`src/rtl/piradspi_cmd_arbiter.sv`:
```
// Round-robin arbiter that multiplexes NREQ SPI command streams onto one
// command channel, with owner lock, burst limit and idle-lock timeout.
module piradspi_cmd_arbiter #(
    parameter int NREQ         = 4,
    parameter int CMD_WIDTH    = 64,
    parameter int MAX_BURST    = 8,
    parameter int LOCK_TIMEOUT = 16,
    localparam int SW          = (NREQ > 1) ? $clog2(NREQ) : 1
) (
    input  logic                      aclk,
    input  logic                      aresetn,
    input  logic [NREQ-1:0]           req_valid,
    output logic [NREQ-1:0]           req_ready,
    input  logic [NREQ*CMD_WIDTH-1:0] req_cmd,
    input  logic [NREQ-1:0]           req_lock,
    output logic                      cmd_valid,
    input  logic                      cmd_ready,
    output logic [CMD_WIDTH-1:0]      cmd,
    output logic [SW-1:0]             cmd_src,
    output logic [NREQ-1:0]           grant,
    output logic                      busy
);

    localparam int BW = (MAX_BURST > 0) ? $clog2(MAX_BURST + 1) : 1;
    localparam int IW = (LOCK_TIMEOUT > 0) ? $clog2(LOCK_TIMEOUT + 1) : 1;

    typedef enum logic {IDLE, OWN} state_t;

    state_t          state_q, state_d;
    logic [SW-1:0]   owner_q, owner_d;
    logic [SW-1:0]   last_q, last_d;
    logic [BW-1:0]   burst_cnt_q, burst_cnt_d;
    logic [IW-1:0]   idle_cnt_q, idle_cnt_d;

    logic            pick_found;
    logic [SW-1:0]   pick_idx;
    logic            own_valid, own_lock, xfer;
    logic            burst_room, idle_hit, release_own;

    // Search starts just past the previous owner so it ends up lowest priority.
    always_comb begin
        pick_found = 1'b0;
        pick_idx   = '0;
        for (int k = 1; k <= NREQ; k++) begin
            logic [SW-1:0] cand;
            cand = SW'((int'(last_q) + k) % NREQ);
            if (!pick_found && req_valid[cand]) begin
                pick_found = 1'b1;
                pick_idx   = cand;
            end
        end
    end

    assign busy       = (state_q == OWN);
    assign cmd_src    = owner_q;
    assign own_valid  = req_valid[owner_q];
    assign own_lock   = req_lock[owner_q];
    assign cmd        = req_cmd[owner_q*CMD_WIDTH +: CMD_WIDTH];
    assign xfer       = cmd_valid & cmd_ready;
    assign burst_room = (MAX_BURST == 0) || (int'(burst_cnt_q) + 1 < MAX_BURST);
    assign idle_hit   = (LOCK_TIMEOUT != 0) && (int'(idle_cnt_q) + 1 == LOCK_TIMEOUT);

    always_comb begin
        grant     = '0;
        req_ready = '0;
        cmd_valid = 1'b0;
        if (busy) begin
            grant[owner_q]     = 1'b1;
            req_ready[owner_q] = cmd_ready;
            cmd_valid          = own_valid;
        end
    end

    always_comb begin
        state_d     = state_q;
        owner_d     = owner_q;
        last_d      = last_q;
        burst_cnt_d = burst_cnt_q;
        idle_cnt_d  = idle_cnt_q;
        release_own = 1'b0;
        case (state_q)
            IDLE: begin
                if (pick_found) begin
                    state_d     = OWN;
                    owner_d     = pick_idx;
                    burst_cnt_d = '0;
                    idle_cnt_d  = '0;
                end
            end
            OWN: begin
                if (xfer) begin
                    idle_cnt_d  = '0;
                    burst_cnt_d = (&burst_cnt_q) ? burst_cnt_q : burst_cnt_q + 1'b1;
                    release_own = !(own_lock && burst_room);
                end else if (!own_valid) begin
                    if (!own_lock) begin
                        release_own = 1'b1;
                    end else begin
                        idle_cnt_d  = (&idle_cnt_q) ? idle_cnt_q : idle_cnt_q + 1'b1;
                        release_own = idle_hit;
                    end
                end
                // valid without ready falls through: hold for stream stability
                if (release_own) begin
                    state_d = IDLE;
                    last_d  = owner_q;
                end
            end
            default: state_d = IDLE;
        endcase
    end

    always_ff @(posedge aclk or negedge aresetn) begin
        if (!aresetn) begin
            state_q     <= IDLE;
            owner_q     <= '0;
            last_q      <= SW'(NREQ - 1);
            burst_cnt_q <= '0;
            idle_cnt_q  <= '0;
        end else begin
            state_q     <= state_d;
            owner_q     <= owner_d;
            last_q      <= last_d;
            burst_cnt_q <= burst_cnt_d;
            idle_cnt_q  <= idle_cnt_d;
        end
    end

`ifndef SYNTHESIS
    a_grant_onehot0: assert property (@(posedge aclk) disable iff (!aresetn)
        $onehot0(grant));
    a_ready_onehot0: assert property (@(posedge aclk) disable iff (!aresetn)
        $onehot0(req_ready));
    a_cmd_stable: assert property (@(posedge aclk) disable iff (!aresetn)
        (cmd_valid && !cmd_ready) |=> $stable(cmd));
`endif

endmodule

```
`config.mk`:
```
export PLATFORM = sky130hd
export DESIGN_NAME = piradspi_cmd_arbiter
export DESIGN_NICKNAME = d
export VERILOG_FILES = /design/src/rtl/piradspi_cmd_arbiter.sv
export SDC_FILE = /design/constraint.sdc
export NUM_CORES = 1
export LEC_CHECK = 0
export BUFFER_PORTS_ARGS = -buffer_cell sky130_fd_sc_hd__buf_2
export CAP_MARGIN = 25
export CORE_AREA = 4 4 130 132
export CTS_CLUSTER_DIAMETER = 30
export DETAILED_ROUTE_END_ITERATION = 7
export DIE_AREA = 0 0 134 136
export GPL_TIMING_DRIVEN = 0
export SLEW_MARGIN = 20
export SYNTH_ARGS = -nofsm -noshare
export SYNTH_HDL_FRONTEND = slang
export SYNTH_SLANG_ARGS = --single-unit
```
`constraint.sdc`:
```
create_clock -name aclk -period 4.47 [get_ports aclk]
set_input_delay 0.6705 -clock aclk [delete_from_list [all_inputs] [get_ports aclk]]
set_output_delay 0.6705 -clock aclk [all_outputs]
set_load 0.005 [all_outputs]
```
==> qor.txt <==
result of the run - completed
post-synthesis sequential area ratio - 0.145
routed wire length per instance - 18.6 um
number of storage elements in the synthesis netlist - 14
count of input and output buffers - 342
number of nets with antenna violations after detailed routing - 0
data arrival at the endpoint of the critical path - 2.56 ns
Layout Nets - 796
post-synthesis net count - 449
Setup Fix Bufs, Post-CTS - 0
class of the most critical hold timing path - in -> async
Power per Cell Area - 479 nW/um2
cells traversed along the worst timing path - buf_1 > buf_2 > mux4_2 > buf_2
DIE HEIGHT - 136 um
Worst-Margin Slew - 0.806 ns
pin count of the biggest net entering global routing - 15
I/O Pins - 343
stages on the worst setup path - 4
number of antenna violations at the first check in global routing - 2
Chip Width - 134 um
area of all placed cells without fillers - 4510 um2
number of non-filler instances in the completed layout - 742
asr flop ratio synth - 1.00
most common cell after layout, fill and taps aside - buf_2
number of enable-type register cells in the synthesized netlist - 0
number of cell instances on the worst register-to-register path - 4
final sum of negative setup slack - 0 ns
clock latency reported for the late side of the worst-skew pair - 0.25 ns
MaxCap Viol Count - 0
TritonCTS sink count - 14
category of the most critical setup path - reg -> out
Clock H-tree levels - 1
DRC marker count from the first detailed-route iteration - 153
skew final - 0.00336 ns
per-cell via count in the routed design - 4.44
Cell variety after synth - 37
kind of end point of the critical path - primary output
highest-count cells in the layout ignoring fill and taps - buf_2, mux4_2, nand2_1
syn_area_per_cell - 13.6 um2
master of the slowest instance on the critical path - buf_1
CTS tree - done
dominant combinational cell family by area after synthesis - multiplexers
gate count of the mapped netlist - 179
Hold-fix buffers, CTS - 0
vias - 3295
routed wire length - 13800 um
Row Count - 46
element type at the critical path start - flop
number of instances resized during post-cts repair - 0
global-route wire length before repair - 19500 um
maximum fanout encountered on the critical timing path - 10
HPWL after DPL - 12400 um
leakage power total - 2.23 nW
overall global routing resource usage - 0.136
gr ovfl total - 0
total DRC errors in the routed layout - 0
TritonCTS Buffers - 3
Slew Limit Fails - 0
Clock Path Buffers - 2
Adder-Cell Fraction of Synth Area - 0.0154
mapped cell area - 2430 um2
most common flop cell mapped by yosys - dfrtp_1
Slew headroom - 0.463
fill cell count - 1700
Power, Total - 2.16 mW
Ys Warns - 0
slowest cell delay on critical path - 0.64 ns
category of cells accounting for the largest share of critical-path delay - buffers and inverters
portion of netlist area occupied by mux cells - 0.629
most utilized layer in the global route result - met2
Core Region - 15700 um2
clock transition time at the flip-flop clock pins of the worst setup and hold paths - 0.05 ns
Buffers & Inverters on Critical Path - 3
dpl cells - 737
Setup WS post-layout - 1.24 ns
most common cell type on the critical path - buf_2
total cell area at the placement stage - 4410 um2
met3 routing resource usage after global routing - 0.0333
time the worst path needs with I/O delays and setup - 3.23 ns
full die area - 18200 um2
RSZ-0062 raised after global routing - false
met2 capacity usage during global routing - 0.229
effective utilization at floorplan - 0.155
number of setup violations in the final report - 0
area share of xor/xnor cells in the synthesized design - 0.00720
setup slack after placement - 1.39 ns
clock tree root buffer cell - clkbuf_16
largest vdd supply drop - 0.306 mV
via count of the first global-routing pass - 3431
synthesis-to-finish area growth - 85.2%
proportion of layout cells with a drive suffix above 1 - 0.811
required arrival time at the worst endpoint - 3.80 ns
Synth Area in Compound Gates - 0.0715
GP Congestion - 0.837
met1 capacity usage during global routing - 0.178
Max Freq - 0.310 GHz
Simple-Gate Fraction of Synth Area - 0.0931
number of detailed-routing iterations run before antenna repair - 4
period utilisation layout - 0.722
total count of hold-check failures in the final report - 0
## cells by family after synthesis
logic type | Yosys count
muxes | 70
and+or+nand+nor | 42
AOI/OAI and AO/OA | 25
buffers and inverters | 23
DFF | 14
adders and majority gates | 3
xor gates and xnor gates | 2
## layout make-up
class / instances / area [um2] / share of cell area
antenna: 1 / 2.50 / 0.000555
buffer: 17 / 71.3 / 0.0158
clock buffer: 4 / 88.8 / 0.0197
inverter: 6 / 22.5 / 0.00500
multi-input combinational: 142 / 1990 / 0.441
sequential: 14 / 353 / 0.0783
tap: 216 / 270 / 0.0600
timing repair buffer: 342 / 1710 / 0.380
## power breakdown
group | internal, mW | leakage, nW | total, mW | switching [mW]
combinational | 0.958 | 2.01 | 1.75 | 0.792
sequential | 0.175 | 0.177 | 0.217 | 0.0425
clock | 0.136 | 0.0442 | 0.192 | 0.0557
## layer usage
metal	up-vias	part of all wire
met5	-	0
met4	0	0.017
met3	16	0.088
met2	193	0.50
met1	1613	0.40
li1	1473	-
## registers in the layout, summed over array words and instances, names as in the netlist
signal       flops
burst_cnt_q      4
last_q           2
busy             1
idle_cnt_q       5
cmd_src          2
## synthesized netlist by cell type (all sizes together) (2+ instances only)
| cell type | instances | area (um2) |
|---|---|---|
| a21oi | 4 | 20.0 |
| a31oi | 2 | 12.5 |
| and2 | 3 | 21.3 |
| buf | 9 | 41.3 |
| clkbuf | 8 | 30.0 |
| dfrtp | 12 | 300 |
| dfstp | 2 | 52.6 |
| ha | 3 | 37.5 |
| inv | 5 | 18.8 |
| mux2 | 3 | 33.8 |
| mux4 | 66 | 1490 |
| nand2 | 13 | 48.8 |
| nand2b | 2 | 12.5 |
| nand3 | 4 | 20.0 |
| nand4 | 2 | 12.5 |
| nor2 | 7 | 26.3 |
| nor3 | 2 | 10.0 |
| nor3b | 5 | 48.8 |
| o211ai | 2 | 15.0 |
| o21ai | 11 | 55.1 |
| o31ai | 2 | 15.0 |
## worst paths after layout
| kind | start | to | slack [ns] |
|---|---|---|---|
| max | cmd_src[0] | cmd[4] | 1.24 |
| min | aresetn | burst_cnt_q[3] | 0.32 |
| max reg2reg | cmd_src[0] | idle_cnt_q[0] | 2.42 |
| min reg2reg | burst_cnt_q[1] | burst_cnt_q[1] | 0.52 |
| max in group asynchronous | aresetn | last_q[0] | 3.86 |
| min in group aclk | burst_cnt_q[1] | burst_cnt_q[1] | 0.52 |
## through the flow
stage                     hold WS (ns)   util
final                            0.316  0.287
after global routing             0.337  0.287
after CTS                        0.326  0.287
after detailed placement         0.505  0.281
after global placement           0.497  0.281
after floorplan                  0.375      -
Note: power is estimated with default switching activity, not from simulation.
